<file path="src/rtl/inst_mem_loader.sv">
// rtl/inst_mem_loader.sv - byte-stream instruction memory loader with XOR checksum
module inst_mem_loader #(
    parameter int ADDR_W = 7,
    parameter int DEPTH  = 128
) (
    input  logic              clk,
    input  logic              rst_n,
    input  logic              start,
    input  logic              in_valid,
    input  logic [7:0]        in_data,
    output logic              in_ready,
    output logic              mem_we,
    output logic [ADDR_W-1:0] mem_addr,
    output logic [31:0]       mem_wdata,
    output logic              busy,
    output logic              done,
    output logic              err,
    output logic              hold_cpu
);

    typedef enum logic [2:0] {
        S_IDLE, S_LEN_HI, S_LEN_LO, S_WORD, S_CSUM, S_DONE, S_ERR
    } state_t;

    localparam logic [15:0] DEPTH16 = 16'(DEPTH);

    state_t            state_q, state_d;
    logic [15:0]       len_q;
    logic [ADDR_W:0]   cnt_q;
    logic [ADDR_W:0]   cnt_inc;
    logic [1:0]        idx_q;
    logic [23:0]       sh_q;
    logic [7:0]        xor_q;
    logic [15:0]       len_full;
    logic              accept;
    logic              start_ok;

    logic              in_ready_q, busy_q, hold_q, done_q, err_q, mem_we_q;
    logic [ADDR_W-1:0] mem_addr_q;
    logic [31:0]       mem_wdata_q;

    assign accept   = in_valid && in_ready_q;
    assign start_ok = start && (state_q == S_IDLE || state_q == S_DONE || state_q == S_ERR);
    assign cnt_inc  = cnt_q + 1'b1;
    assign len_full = {len_q[15:8], in_data};

    // Status flags are a pure decode of the state being entered, so they land in registers.
    function automatic logic [4:0] flags(input state_t s);
        case (s)
            S_LEN_HI, S_LEN_LO, S_WORD, S_CSUM: flags = 5'b11100;
            S_DONE:                             flags = 5'b00010;
            S_ERR:                              flags = 5'b00101;
            default:                            flags = 5'b00000;
        endcase
    endfunction

    always_comb begin
        state_d = state_q;
        case (state_q)
            S_IDLE, S_DONE, S_ERR: if (start) state_d = S_LEN_HI;
            S_LEN_HI: if (accept) state_d = S_LEN_LO;
            S_LEN_LO: begin
                if (accept) begin
                    if (len_full > DEPTH16)      state_d = S_ERR;
                    else if (len_full == 16'd0)  state_d = S_CSUM;
                    else                         state_d = S_WORD;
                end
            end
            S_WORD: begin
                if (accept && idx_q == 2'd3 && 16'(cnt_inc) == len_q) state_d = S_CSUM;
            end
            S_CSUM: if (accept) state_d = (in_data == xor_q) ? S_DONE : S_ERR;
            default: state_d = S_IDLE;
        endcase
    end

    always_ff @(posedge clk or negedge rst_n) begin
        if (!rst_n) begin
            state_q     <= S_IDLE;
            len_q       <= '0;
            cnt_q       <= '0;
            idx_q       <= '0;
            sh_q        <= '0;
            xor_q       <= '0;
            in_ready_q  <= 1'b0;
            busy_q      <= 1'b0;
            hold_q      <= 1'b0;
            done_q      <= 1'b0;
            err_q       <= 1'b0;
            mem_we_q    <= 1'b0;
            mem_addr_q  <= '0;
            mem_wdata_q <= '0;
        end else begin
            state_q  <= state_d;
            {in_ready_q, busy_q, hold_q, done_q, err_q} <= flags(state_d);
            mem_we_q <= 1'b0;
            if (start_ok) begin
                cnt_q <= '0;
                idx_q <= '0;
                xor_q <= '0;
            end
            if (accept) begin
                xor_q <= xor_q ^ in_data;
                case (state_q)
                    S_LEN_HI: len_q[15:8] <= in_data;
                    S_LEN_LO: len_q[7:0]  <= in_data;
                    S_WORD: begin
                        idx_q <= idx_q + 2'd1;
                        sh_q  <= {sh_q[15:0], in_data};
                        if (idx_q == 2'd3) begin
                            mem_we_q    <= 1'b1;
                            mem_addr_q  <= cnt_q[ADDR_W-1:0];
                            mem_wdata_q <= {sh_q, in_data};
                            cnt_q       <= cnt_inc;
                        end
                    end
                    default: ;
                endcase
            end
        end
    end

    assign in_ready  = in_ready_q;
    assign busy      = busy_q;
    assign hold_cpu  = hold_q;
    assign done      = done_q;
    assign err       = err_q;
    assign mem_we    = mem_we_q;
    assign mem_addr  = mem_addr_q;
    assign mem_wdata = mem_wdata_q;

endmodule

</file>
<file path="config.mk">
export PLATFORM = sky130hd
export DESIGN_NAME = inst_mem_loader
export DESIGN_NICKNAME = d
export VERILOG_FILES = /design/src/rtl/inst_mem_loader.sv
export SDC_FILE = /design/constraint.sdc
export NUM_CORES = 1
export LEC_CHECK = 0
export ABC_AREA = 0
export ABC_CLOCK_PERIOD_IN_PS = 3700
export CORE_MARGIN = 3
export CORE_UTILIZATION = 40
export CTS_CLUSTER_DIAMETER = 80
export DETAILED_ROUTE_END_ITERATION = 6
export MAX_ROUTING_LAYER = met4
export PLACE_DENSITY = 0.63
export SYNTH_ARGS = -nofsm -noshare
export SYNTH_HDL_FRONTEND = slang
export SYNTH_SLANG_ARGS = --single-unit
</file>
<file path="constraint.sdc">
create_clock -name clk -period 3.7 [get_ports clk]
set_clock_uncertainty 0.05 [all_clocks]
set_input_delay 0.74 -clock clk [delete_from_list [all_inputs] [get_ports clk]]
set_output_delay 0.74 -clock clk [all_outputs]
set_load 0.05 [all_outputs]
</file>
==> impl_metrics.toml <==
[logic_synthesis]
syn_area_per_cell_um2 = 12.5
synth_ff_type = "dfrtp_1"
syn-num-nets = 388
synth_top_area_share = 0.561
yosysSeqAreaShare = 0.561
synth_area_mm2 = 0.00468
synth_top_area_cell = "dfrtp_1"
yosysWarnings = 0
synth_cells = 374
synth_edf_count = 0
synth_seq_cells = 105
yosys.cell_types.count = 49
synth_area_leaders = "dfrtp_1, mux2_2, o21ai_0"
async_reset_ff_frac = 1.00

[setup_path]
cp_max_fo = 8
crit_arrival_ns = 2.82
worstReg2RegEnd = "busy"
path_class = "in2reg"
reg2regPathDepth = 7
r2r_setup_slack_ns = 1.51
startpoint_type = "input port"
cpPeakStageDelay_ns = 0.64
r2r_start = "cnt_q[0]"
cp_slowest_cell = "clkdlybuf4s50_1"
crit_chain = "clkdlybuf4s50_1, nor4_4, a21boi_1, or3b_1, a21boi_2, and2_1, o21ai_1"
endpoint_kind = "flip-flop"
required_ns = 3.87

[finish]
drive_gt1_frac = 0.272
final_net_count = 436
areaGrowthSynthToFinish_pct = 20.6
num_antenna_cells = 0
final_cell_mix = "dfrtp_1, mux2_2, clkdlybuf4s50_1"
multi_input_area_mm2 = 0.00193
fill_cells = 1042
final_cells = 567
seqCellArea_mm2 = 0.00263
final_common_cell = "dfrtp_1"

[global_routing]
grt_pass1_vias = 3176
gr-total-overflow = 0
grt_max_degree = 54
grt_pass1_wl_mm = 16.2
grt_use_total = 0.160
antenna_found_initial = 0

[clock_network]
clk_pin_slew_ns = 0.07
clk_path_buf_depth = 2
h-tree-depth = 3
hold_buffers = 0
cts_tree = "built"
postCtsSetupRepairBufs = 0
post_cts_resized = 0
cts_root_buf = "clkbuf_16"
clk_latency_ns = 0.34
cts_buffers = 9
cts_num_sinks = 105

[timing]
slew_violations = 0
slew_headroom = 0.549
worst_pin_slew_ns = 0.674
report.final.hold_viol_count = 0
rsz0062_at_grt = "no"
tns_ns = 0
fmax_mhz = 377
setup_viol_count_final = 0
finalCriticalPeriod_ns = 2.65
fin_crit_sh = 0.717

[drt]
drt-pass1-iter-count = 4
drt_iter0_drc = 118
wirelength_mm = 9.50
viasPerCell = 5.43
vias = 3081
routedWlPerCell_um = 16.8
ant_nets = 0
drc_errors = 0

[floorplanning]
start_util = 0.421
dieArea_mm2 = 0.0130
io_pins = 57
die_w_um = 114
num_rows = 38
coreArea_mm2 = 0.0111
die_y_um = 114

[hold_path]
holdCritPathClass = "in2async"

[power_and_ir_drop]
p_per_area_mw_per_mm2 = 621
seqPwrFrac = 0.468
ir_drop_v = 0.000277
combPwrFrac = 0.273
p_leak_nw = 2.50
internal_power_w = 0.00236
switching_share = 0.329
clock_power_share = 0.259
power_switching_w = 0.00115

[place]
placed_cells = 551
port_buffers = 56
place_congestion = 0.859
dp_hpwl_mm = 6.45

[flow_run]
drv_cap = 0

[status]
status = "completed"
[stage by stage]
stage | setup WS, ns | power (W) | utilization | hold WS (ns) | instance area (µm²)
after floorplan | 1.45 | 0.00237 | - | 0.394 | 4680
after detailed placement | 0.703 | 0.00263 | 0.482 | 0.442 | 5360
after global routing | 0.894 | 0.00374 | 0.508 | 0.421 | 5650
after global placement | 0.697 | 0.00259 | 0.482 | 0.435 | 5360
after CTS | 1.05 | 0.00355 | 0.508 | 0.393 | 5650
final | 1.05 | 0.00351 | 0.508 | 0.372 | 5650
[worst max-delay path by stage]
stage	slack [ns]	cells past startpoint	endpoint	from
final	1.05	7	hold_cpu	in_data[4]
after global routing	0.89	7	hold_cpu	in_data[4]
after CTS	1.05	7	hold_cpu	in_data[4]
after detailed placement	0.70	7	hold_cpu	in_data[4]
after global placement	0.70	7	hold_cpu	in_data[4]
after floorplan	1.45	7	busy	in_data[4]
[sequential cells by signal (all words and copies together) (netlist names)]
| signal | flops |
|---|---|
| len_q | 16 |
| done | 1 |
| state_q | 3 |
| mem_addr | 7 |
| idx_q | 2 |
| mem_wdata | 32 |
| hold_cpu | 1 |
| cnt_q | 8 |
| sh_q | 24 |
| busy | 1 |
| mem_we | 1 |
| xor_q | 8 |
| err | 1 |
[critical path, delay by kind of cell]
family / cells / cell delay (ns)
AOI/OAI and AO/OA: 3 / 0.41
buffers and inverters: 1 / 0.64
and+or+nand+nor: 3 / 1.02
[power groups by stage]
stage,Clock [W],Sequential [W],Combinational [W]
2_1_floorplan,0,0.00167,0.000696
3_3_place_gp,0,0.00165,0.000940
3_5_place_dp,0,0.00166,0.000962
4_1_cts,0.000940,0.00164,0.000966
5_1_grt,0.000990,0.00169,0.00106
6_report,0.000910,0.00164,0.000956
[layout make-up]
| class | count | area share |
|---|---|---|
| timing repair buffer | 63 | 0.110 |
| tap | 140 | 0.0310 |
| sequential | 105 | 0.465 |
| clock buffer | 9 | 0.0399 |
| clock inverter | 7 | 0.0113 |
| inverter | 2 | 0.00133 |
| multi-input combinational | 241 | 0.341 |
[synth_stat cells (2+ instances only)]
master      n
nor4_4      2
mux2_2     80
xor2_1      4
nand3_1     3
nand3b_1    3
dfrtp_1   105
buf_2      12
o31ai_1     2
a211oi_1    2
a21oi_1     6
nand2b_1    3
nor2_1     25
nand4_1     4
nand4b_1    2
buf_4       2
clkbuf_1   11
xnor2_1    14
nand2_1    19
o41ai_1     2
a31oi_1     2
a22o_1      2
o21ai_1     4
o21ai_0    29
nor3_2      2
ha_1        2
and3_1      4
nor4_1      4
and2_1      3
[per-layer routing]
layer	GRT usage	share of wire
met5	-	0
met4	0.0467	0.015
met3	0.0359	0.051
met2	0.242	0.47
met1	0.218	0.46
[cell families after synthesis]
group	Yosys count	synth area share
fa+ha+maj	2	0.00534
simple gates	80	0.0935
buf+inv	28	0.0289
mux	80	0.192
flops	105	0.561
xor+xnor	18	0.0337
compound gates	61	0.0852
(Power assumes the default switching activity.)
